$ cat config.mk
export PLATFORM = sky130hd
export DESIGN_NAME = fpu_conv_h2d_seq_flat
export DESIGN_NICKNAME = d
export VERILOG_FILES = /design/src/rtl/fpu_conv_pkg.sv /design/src/rtl/fpu_conv_h2d_seq_if.sv /design/src/rtl/fpu_conv_h2d_lane.sv /design/src/rtl/fpu_conv_h2d_seq.sv /design/src/flat_wrapper.sv
export SDC_FILE = /design/constraint.sdc
export NUM_CORES = 1
export LEC_CHECK = 0
export ABC_AREA = 1
export CORE_ASPECT_RATIO = 0.5
export CORE_MARGIN = 5
export CORE_UTILIZATION = 25
export CTS_BUF_LIST = sky130_fd_sc_hd__clkbuf_4 sky130_fd_sc_hd__clkbuf_8
export DETAILED_ROUTE_END_ITERATION = 10
export GPL_TIMING_DRIVEN = 0
export SLEW_MARGIN = 15
export SYNTH_ARGS = -nofsm -noshare
export SYNTH_HDL_FRONTEND = slang
export SYNTH_SLANG_ARGS = --single-unit
$ cat constraint.sdc
create_clock -name clock -period 4.3 [get_ports clock]
set_clock_uncertainty 0.05 [all_clocks]
set_input_delay 0.86 -clock clock [delete_from_list [all_inputs] [get_ports clock]]
set_output_delay 0.86 -clock clock [all_outputs]
set_load 0.01 [all_outputs]
$ cat src/rtl/fpu_conv_pkg.sv
// Shared constants and types for the binary16 -> binary64 lane converter.
// Build option: define FPUCONVH2D_DENORM_EN to normalize subnormal inputs.
package fpu_conv_pkg;

    localparam int unsigned f16W         = 16;
    localparam int unsigned wordW        = 64;
    localparam int unsigned laneCnt      = 4;
    localparam int unsigned laneIdxW     = 2;
    localparam int unsigned fracPadW     = 42;

    localparam int unsigned h2dBiasDelta = 1008;
    localparam int unsigned subnormBase  = 999;
    localparam int unsigned f16ExpMax    = 31;
    localparam int unsigned f64ExpMax    = 2047;

    typedef enum logic {
        IDLE = 1'b0,
        EMIT = 1'b1
    } convState_t;

    typedef struct packed {
        logic       sign;
        logic [4:0] exp;
        logic [9:0] frac;
    } half_t;

    typedef struct packed {
        logic        sign;
        logic [10:0] exp;
        logic [51:0] frac;
    } double_t;

endpackage

$ cat src/rtl/fpu_conv_h2d_seq_if.sv
// Word-in / lane-out handshake bundle for the sequential half-to-double converter.
interface fpu_conv_h2d_seq_if;
    import fpu_conv_pkg::*;

    logic                in_valid;
    logic                in_ready;
    logic [wordW-1:0]    in_data;
    logic [laneCnt-1:0]  in_mask;
    logic                out_valid;
    logic                out_ready;
    logic [wordW-1:0]    out_data;
    logic [laneIdxW-1:0] out_lane;
    logic                out_last;

    // Producer of words and consumer of results.
    modport master (
        output in_valid, in_data, in_mask, out_ready,
        input  in_ready, out_valid, out_data, out_lane, out_last
    );

    // The converter itself.
    modport slave (
        input  in_valid, in_data, in_mask, out_ready,
        output in_ready, out_valid, out_data, out_lane, out_last
    );

endinterface

$ cat src/rtl/fpu_conv_h2d_lane.sv
// Single-lane binary16 -> binary64 converter, purely combinational and exact.
// Build option: FPUCONVH2D_DENORM_EN normalizes subnormals, otherwise they flush to signed zero.
module fpu_conv_h2d_lane
    import fpu_conv_pkg::*;
(
    input  half_t   halfVal,
    output double_t dbl_c
);

`ifdef FPUCONVH2D_DENORM_EN
    logic [3:0] leadPos;
    logic [9:0] normFrac;

    // Leading-one position of the subnormal fraction and the fraction shifted past it.
    always_comb begin
        leadPos = '0;
        for (int i = 0; i < 10; i++) begin
            if (halfVal.frac[i]) leadPos = 4'(i);
        end
        normFrac = halfVal.frac << (4'd10 - leadPos);
    end
`endif

    always_comb begin
        dbl_c      = '0;
        dbl_c.sign = halfVal.sign;
        if (halfVal.exp == 5'(f16ExpMax)) begin
            dbl_c.exp  = 11'(f64ExpMax);
            dbl_c.frac = {halfVal.frac, fracPadW'(0)};
        end else if (halfVal.exp != '0) begin
            dbl_c.exp  = 11'(halfVal.exp) + 11'(h2dBiasDelta);
            dbl_c.frac = {halfVal.frac, fracPadW'(0)};
        end
`ifdef FPUCONVH2D_DENORM_EN
        else if (halfVal.frac != '0) begin
            dbl_c.exp  = 11'(leadPos) + 11'(subnormBase);
            dbl_c.frac = {normFrac, fracPadW'(0)};
        end
`endif
    end

endmodule

$ cat src/rtl/fpu_conv_h2d_seq.sv
// Accepts a word of packed binary16 lanes and emits each masked lane as binary64, lowest index first.
// Build option: FPUCONVH2D_DENORM_EN (forwarded to the lane converter).
module fpu_conv_h2d_seq
    import fpu_conv_pkg::*;
#(
    parameter int unsigned LANES = 4
) (
    input logic               clock,
    input logic               reset,
    fpu_conv_h2d_seq_if.slave bus
);

    convState_t          state, stateNext;
    logic [wordW-1:0]    wordData, wordDataNext;
    logic [LANES-1:0]    remMask, remMaskNext;
    logic                outValid, outValidNext;
    logic                outLast, outLastNext;
    logic [laneIdxW-1:0] outLane, outLaneNext;
    double_t             outData, outDataNext;

    logic                inReady_c;
    logic                loadNew;
    logic                advance;
    logic [LANES-1:0]    srcMask;
    logic [LANES-1:0]    restMask;
    logic [wordW-1:0]    srcData;
    logic [laneIdxW-1:0] selLane;
    half_t               laneHalf;
    double_t             laneDbl;

    // A new word may enter while idle, or in the very cycle the final lane leaves.
    assign inReady_c = (state == IDLE) || (outLast && bus.out_ready);

    // Pick the lowest pending lane, either from the word arriving now or the held one.
    always_comb begin
        loadNew = bus.in_valid && inReady_c && (bus.in_mask != '0);
        advance = (state == EMIT) && bus.out_ready && !outLast;
        srcMask = loadNew ? bus.in_mask : remMask;
        srcData = loadNew ? bus.in_data : wordData;
        selLane = '0;
        for (int k = LANES - 1; k >= 0; k--) begin
            if (srcMask[k]) selLane = laneIdxW'(k);
        end
        restMask = srcMask & ~(LANES'(1) << selLane);
        laneHalf = srcData[{selLane, 4'b0000} +: f16W];
    end

    fpu_conv_h2d_lane uLane (
        .halfVal (laneHalf),
        .dbl_c   (laneDbl)
    );

    always_comb begin
        stateNext    = state;
        wordDataNext = wordData;
        remMaskNext  = remMask;
        outValidNext = outValid;
        outDataNext  = outData;
        outLaneNext  = outLane;
        outLastNext  = outLast;
        if (loadNew || advance) begin
            stateNext    = EMIT;
            outValidNext = 1'b1;
            outDataNext  = laneDbl;
            outLaneNext  = selLane;
            outLastNext  = (restMask == '0);
            remMaskNext  = restMask;
            if (loadNew) wordDataNext = bus.in_data;
        end else if ((state == EMIT) && bus.out_ready) begin
            // Final lane consumed with no follow-on word (a zero-mask word is dropped here).
            stateNext    = IDLE;
            outValidNext = 1'b0;
            outLastNext  = 1'b0;
        end
    end

    always_ff @(posedge clock) begin
        if (reset) begin
            state    <= IDLE;
            wordData <= '0;
            remMask  <= '0;
            outValid <= 1'b0;
            outData  <= '0;
            outLane  <= '0;
            outLast  <= 1'b0;
        end else begin
            state    <= stateNext;
            wordData <= wordDataNext;
            remMask  <= remMaskNext;
            outValid <= outValidNext;
            outData  <= outDataNext;
            outLane  <= outLaneNext;
            outLast  <= outLastNext;
        end
    end

    assign bus.in_ready  = inReady_c;
    assign bus.out_valid = outValid;
    assign bus.out_data  = outData;
    assign bus.out_lane  = outLane;
    assign bus.out_last  = outLast;

endmodule

$ cat src/flat_wrapper.sv
// flat-port wrapper written by rule: the top's interface ports become plain ports
module fpu_conv_h2d_seq_flat import fpu_conv_pkg::*;
#(
    parameter int unsigned LANES = 4
)
  (clock, reset, bus_in_valid, bus_in_data, bus_in_mask, bus_out_ready, bus_in_ready, bus_out_valid, bus_out_data, bus_out_lane, bus_out_last);
  fpu_conv_h2d_seq_if bus_i ();
  input logic clock;
  input logic reset;
  input wire logic [$bits(bus_i.in_valid)-1:0] bus_in_valid;
  input wire logic [$bits(bus_i.in_data)-1:0] bus_in_data;
  input wire logic [$bits(bus_i.in_mask)-1:0] bus_in_mask;
  input wire logic [$bits(bus_i.out_ready)-1:0] bus_out_ready;
  output wire logic [$bits(bus_i.in_ready)-1:0] bus_in_ready;
  output wire logic [$bits(bus_i.out_valid)-1:0] bus_out_valid;
  output wire logic [$bits(bus_i.out_data)-1:0] bus_out_data;
  output wire logic [$bits(bus_i.out_lane)-1:0] bus_out_lane;
  output wire logic [$bits(bus_i.out_last)-1:0] bus_out_last;
  assign bus_i.in_valid = bus_in_valid;
  assign bus_i.in_data = bus_in_data;
  assign bus_i.in_mask = bus_in_mask;
  assign bus_i.out_ready = bus_out_ready;
  assign bus_in_ready = bus_i.in_ready;
  assign bus_out_valid = bus_i.out_valid;
  assign bus_out_data = bus_i.out_data;
  assign bus_out_lane = bus_i.out_lane;
  assign bus_out_last = bus_i.out_last;
  fpu_conv_h2d_seq #(.LANES(LANES)) u_core (.clock(clock), .reset(reset), .bus(bus_i));
endmodule
# ---- Yosys cells after proc, flatten, opt, wreduce, memory -nomap -nowiden
# Cells that the tools add are included.
dict set report word_totals {
  inputBits 72
  elab_cells 38
  out_inout_bits 69
  regBits 136
}
dict set report classes {
  n_addsub 1
  reduce_logical 12
  shifts 2
  muxes 11
  bitwise 3
  eq_ne 1
}
# operator count
set op_table {}
lappend op_table {{63-bit 2-to-1 mux} 2}
lappend op_table {{64-bit 2-to-1 mux} 1}
lappend op_table {{64-bit by 7-bit indexed part select with 16-bit output} 1}
lappend op_table {{5-bit by 10-bit adder with 11-bit output (second input constant)} 1}
lappend op_table {{2-bit 2-to-1 mux} 4}
lappend op_table {{5-bit equality test (second input constant)} 1}
lappend op_table {{1-bit logical AND} 5}
lappend op_table {{5-bit nonzero test} 1}
lappend op_table {{4-bit bitwise AND} 1}
lappend op_table {{4-bit logical NOT} 1}
lappend op_table {{4-bit 2-to-1 mux} 1}
lappend op_table {{4-bit NOT} 1}
lappend op_table {{4-bit nonzero test} 1}
lappend op_table {{1-bit by 2-bit left shift with 4-bit output (first input constant)} 1}
lappend op_table {{1-bit 2-to-1 mux} 3}
lappend op_table {{1-bit logical OR} 2}
lappend op_table {{2-bit nonzero test} 1}
lappend op_table {{1-bit logical NOT} 1}
lappend op_table {{1-bit NOT} 1}

# ---- Logic depth before layout (Yosys ltp)
dict set report depth {
  depth_word 14
  depth_mapped 17
}

# ---- By module
# Synthesis repeated with hierarchy kept, for this count alone.
dict set report hier_totals {
  hier_cells 769
  area_unflattened_um2 5901.9
}
# module instances area_each_um2 cells_per_inst seq_area_each_um2
set by_module_without_submodules {}
lappend by_module_without_submodules {fpu_conv_h2d_seq 1 5383.9 684 2722.6}
lappend by_module_without_submodules {fpu_conv_h2d_lane 1 518.0 85 0.0}

# ---- Worst setup path after synthesis
# OpenSTA, ideal clock, no wires.
dict set report synth_path {
  path_kind {in2reg}
  start {input bus_in_mask[1]}
  end {register u_core.outData, in the netlist u_core.bus.out_data[63]}
  required_ns 4.123
  stages 11
  setup_time_ns 0.127
  arrival_ns 2.378
  n_path_buf 4
  slack_ns 1.744
  cell_sequence {nor2_1 nand2_2 nand3_2 buf_6 buf_6 buf_4 buf_2 mux2i_1 nand2_1 a211oi_1 a21oi_1}
}
dict set report synth_between {
  elab_chain_len 8
  elab_cells_between_ends 10
  cone_classes {shift (1); mux (6); reduce/logical (3)}
}
# element line_no
set synth_lines {}
lappend synth_lines {{start: declaration} flat_wrapper.sv:12} ;# input wire logic [$bits(bus_i.in_mask)-1:0] bus_in_mask;
lappend synth_lines {{4-bit nonzero test} fpu_conv_h2d_seq.sv:36} ;# loadNew = bus.in_valid && inReady_c && (bus.in_mask != '0);
lappend synth_lines {{1-bit logical AND} fpu_conv_h2d_seq.sv:36}
lappend synth_lines {{4-bit 2-to-1 mux} fpu_conv_h2d_seq.sv:38} ;# srcMask = loadNew ? bus.in_mask : remMask;
lappend synth_lines {{2-bit 2-to-1 mux (4 in series)} fpu_conv_h2d_seq.sv:42} ;# if (srcMask[k]) selLane = laneIdxW'(k);
lappend synth_lines {{64-bit by 7-bit indexed part select with 16-bit output} fpu_conv_h2d_seq.sv:45} ;# laneHalf = srcData[{selLane, 4'b0000} +: f16W];
lappend synth_lines {{end signal: assignment} fpu_conv_h2d_seq.sv:91} ;# outData <= outDataNext;
lappend synth_lines {{end: declaration} fpu_conv_h2d_seq.sv:19} ;# double_t outData, outDataNext;
# Several ways; a longest one is shown, not always the timed one.
# A chain may end at the register's enable or synchronous reset.

# ---- Worst setup path in the final report
dict set report layout_path {
  start {input bus_in_mask[0]}
  end {register u_core.outData, in the netlist u_core.bus.out_data[43]}
}
dict set report layout_between {
  elab_chain_len 11
  elab_cells_between_ends 14
  cone_classes {eq/ne (1); shift (1); mux (8); reduce/logical (4)}
}
# element line_no
set layout_lines {}
lappend layout_lines {{4-bit nonzero test} fpu_conv_h2d_seq.sv:36}
lappend layout_lines {{1-bit logical AND} fpu_conv_h2d_seq.sv:36}
lappend layout_lines {{4-bit 2-to-1 mux} fpu_conv_h2d_seq.sv:38}
lappend layout_lines {{2-bit 2-to-1 mux (4 in series)} fpu_conv_h2d_seq.sv:42}
lappend layout_lines {{64-bit by 7-bit indexed part select with 16-bit output} fpu_conv_h2d_seq.sv:45}
lappend layout_lines {{5-bit nonzero test} fpu_conv_h2d_lane.sv:30} ;# end else if (halfVal.exp != '0) begin
lappend layout_lines {{63-bit 2-to-1 mux} fpu_conv_h2d_lane.sv:30}
lappend layout_lines {{63-bit 2-to-1 mux} fpu_conv_h2d_lane.sv:27} ;# if (halfVal.exp == 5'(f16ExpMax)) begin
# Several ways; a longest one is shown, not always the timed one.

==> impl_metrics.py <==
metrics = {
    "cts": {
        "clkTransAtPathRegs_ns": 0.08,
        "cts_tree": "done",
        "ctsResizeCount": 0,
        "clk_path_buf_depth": 2,
        "htree_levels": 3,
        "clock-sinks": 89,
        "cts_inserted_buffers": 9,
        "post_cts_buffers": 0,
        "cts_root_buf": "clkbuf_8",
        "clock_latency_ns": 0.36,
        "holdBufCountCts": 0,
    },
    "power_and_ir_drop": {
        "leakagePower_uw": 0.002842,
        "clkPwrFrac_pct": 30.1,
        "power_uw": 2231,
        "peakVddDrop_mv": 0.1584,
        "combinationalPowerShare_pct": 28.6,
        "p_seq_share_pct": 41.3,
        "switchingPower_uw": 664.5,
        "powerDensity_nw_per_um2": 373.1,
        "p_int_uw": 1566,
        "switching_share_pct": 29.79,
    },
    "detailed_routing": {
        "first_pass_iters": 4,
        "vias": 3875,
        "wire_per_inst_um": 12.95,
        "ant_nets": 0,
        "wl_mm": 12.36,
        "drt_iter0_drc": 142,
        "remaining_drc_errors": 0,
        "vias_per_cell": 4.062,
    },
    "timing": {
        "setup_viol": 0,
        "worst_pin_slew_ns": 0.6268,
        "fin_crit_sh_pct": 74.49,
        "rsz0062_at_grt": "false",
        "drv_slew": 0,
        "post-route-min-period_ns": 3.203,
        "relSlewSlack_pct": 58.21,
        "hold_slack_ns": 0.4174,
        "hold_violations": 0,
        "clock.fmax_mhz": 312.2,
        "setup-tns-final_ns": 0,
    },
    "setup_path": {
        "r2r_end": "u_core.bus.out_data[43]",
        "critPathArrivalTime_ns": 3.45,
        "crit_buf_inv": 6,
        "critPathKind": "input port to flop",
        "required_ns": 4.55,
        "slowest_stage": "clkdlybuf4s50_1",
        "cp_max_fo": 10,
        "crit_top_cell": "nand2_1",
        "r2r_cells": 16,
        "r2r_setup_slack_ns": 1.73,
        "crit_cells": 17,
        "crit_path_cell_trace": "clkdlybuf4s50_1 > nor2_1 > nand2_2 > nand3_2 > inv_1 > clkbuf_1 > nand2_1 > nand2_1 > nand2_1 > nand2_1 > inv_1 > nand2_1 > inv_1 > nand3_2 > buf_6 > nand2_1 > a21oi_1",
        "cp-start-kind": "input port",
        "crit_path_start": "bus_in_mask[0]",
        "crit_end": "u_core.bus.out_data[43]",
        "rr_startpoint": "u_core.bus.out_last",
        "critPathTopFamily": "buffers and inverters",
        "crit_path_end_kind": "flop",
        "slowest_delay_ns": 0.57,
    },
    "logic_synthesis": {
        "ys_types": 31,
        "ys.warnings.count": 0,
        "synth_seq_cells": 89,
        "syn-cell-area_um2": 4329,
        "synth_area_per_cell_um2": 7.635,
        "synth_sequential_area_ratio_pct": 41.16,
        "syn_inst": 567,
    },
    "grt": {
        "grt_max_degree": 15,
        "antenna_found_initial": 0,
        "gr-total-overflow": 0,
        "grtUsageTotal_pct": 12.00,
        "first_global_vias": 3727,
        "grt_pass1_wl_mm": 18.80,
    },
    "die": {
        "ios": 141,
        "start_util_pct": 25.19,
        "die_w_um": 196.1,
        "std_cell_rows": 34,
        "die_h_um": 103.1,
        "core_um2": 17190,
        "die_area_um2": 20210,
    },
    "finish": {
        "antenna_cells": 0,
        "final_area_um2": 5978,
        "layout_common_cells": "nand2_1 (139), clkdlybuf4s50_1 (97), dfxtp_1 (89)",
        "layout_commonest_cell": "nand2_1",
        "drive_above_1_share_pct": 13.33,
        "syn_to_final_growth_pct": 38.09,
        "fin_nets": 788,
    },
    "worst_hold_path": {
        "hold_path_class": "flop to flop",
    },
    "place": {
        "portBuffers": 97,
        "place.gp.congestion": 0.8490,
        "hpwl_mm": 9.938,
        "placed_area_um2": 5747,
    },
    "job": {
        "max_cap_violations": 0,
    },
    "run_status": {
        "status": "finished clean",
    },
}
synthesized netlist by cell type (all sizes together):
cell type	n	area, um^2
o21ai	18	108.9
or2	5	31.28
dfxtp	89	1782
o22ai	10	62.56
nand4	2	12.51
nor2	68	281.5
buf	62	462.9
nor3	1	5.000
conb	1	3.750
inv	35	131.4
a211oi	2	15.01
o21bai	4	30.03
nand3	29	155.2
nand2	148	583.1
clkbuf	15	56.30
mux2i	43	430.4
a21oi	34	170.2
o211ai	1	7.510
kinds of logic (layout without fill, tap and decap cells):
| family | count (synthesis) | in the layout | share of synthesized area, % |
|---|---|---|---|
| AOI/OAI and AO/OA | 69 | 69 | 9.104 |
| other | 1 | 42 | 0.08662 |
| muxes | 43 | 43 | 9.942 |
| DFF | 89 | 89 | 41.16 |
| and+or+nand+nor | 253 | 253 | 24.68 |
| buffers and inverters | 112 | 224 | 15.03 |
worst min-delay path by stage:
| stage | start | to | slack, ns | cells after the start |
|---|---|---|---|---|
| finish | u_core.bus.out_data[45] | u_core.bus.out_data[45] | 0.42 | 2 |
| global route | u_core.bus.out_data[45] | u_core.bus.out_data[45] | 0.44 | 2 |
| CTS | u_core.bus.out_data[45] | u_core.bus.out_data[45] | 0.42 | 2 |
| detailed placement | u_core.bus.out_data[45] | u_core.bus.out_data[45] | 0.41 | 2 |
| global placement | u_core.remMask[0] | u_core.remMask[0] | 0.40 | 2 |
| floorplan | u_core.remMask[0] | u_core.remMask[0] | 0.39 | 2 |
sequential cells by signal, indices dropped and copies added (netlist names):
register / flops
u_core.bus.out_last: 1
u_core.bus.out_data: 17
u_core.remMask: 4
u_core.bus.out_lane: 2
u_core.wordData: 64
u_core.state: 1
cell type report:
| type | instances | area, um^2 |
|---|---|---|
| tap | 234 | 292.8 |
| buffer | 77 | 519.2 |
| sequential | 89 | 1782 |
| clock inverter | 6 | 107.6 |
| inverter | 35 | 131.4 |
| timing repair buffer | 97 | 970.9 |
| multi-input combinational | 407 | 2051 |
| fill | 1795 | 11210 |
| clock buffer | 9 | 123.9 |
stage by stage:
step | std cells | setup WS (ns) | utilization (%)
detailed placement | 939 | 0.7541 | 33.44
global route | 954 | 0.8937 | 34.78
global placement | 939 | 0.7686 | 33.44
CTS | 954 | 1.129 | 34.78
floorplan | 608 | 1.744 | -
finish | 954 | 1.097 | 34.78
power by group through the flow:
stage	combinational [uW]	clock, uW	sequential [uW]
detailed placement	640	0	941
floorplan	388	0	947
global placement	633	0	940
finish	637	672	921
CTS	642	688	922
global route	706	723	928
tightest hold or removal path, stage by stage, from the launching register on:
cell	delay, ns
dfxtp_1	0.31
nand2_1	0.06
a21oi_1	0.06
layer usage:
layer	share of wire (%)	vias up	GRT usage (%)
li1	-	2026	-
met1	42	1747	13.72
met2	50	83	21.87
met3	5.2	19	3.493
met4	2.5	0	4.129
met5	0	-	0
(Power assumes the default switching activity.)
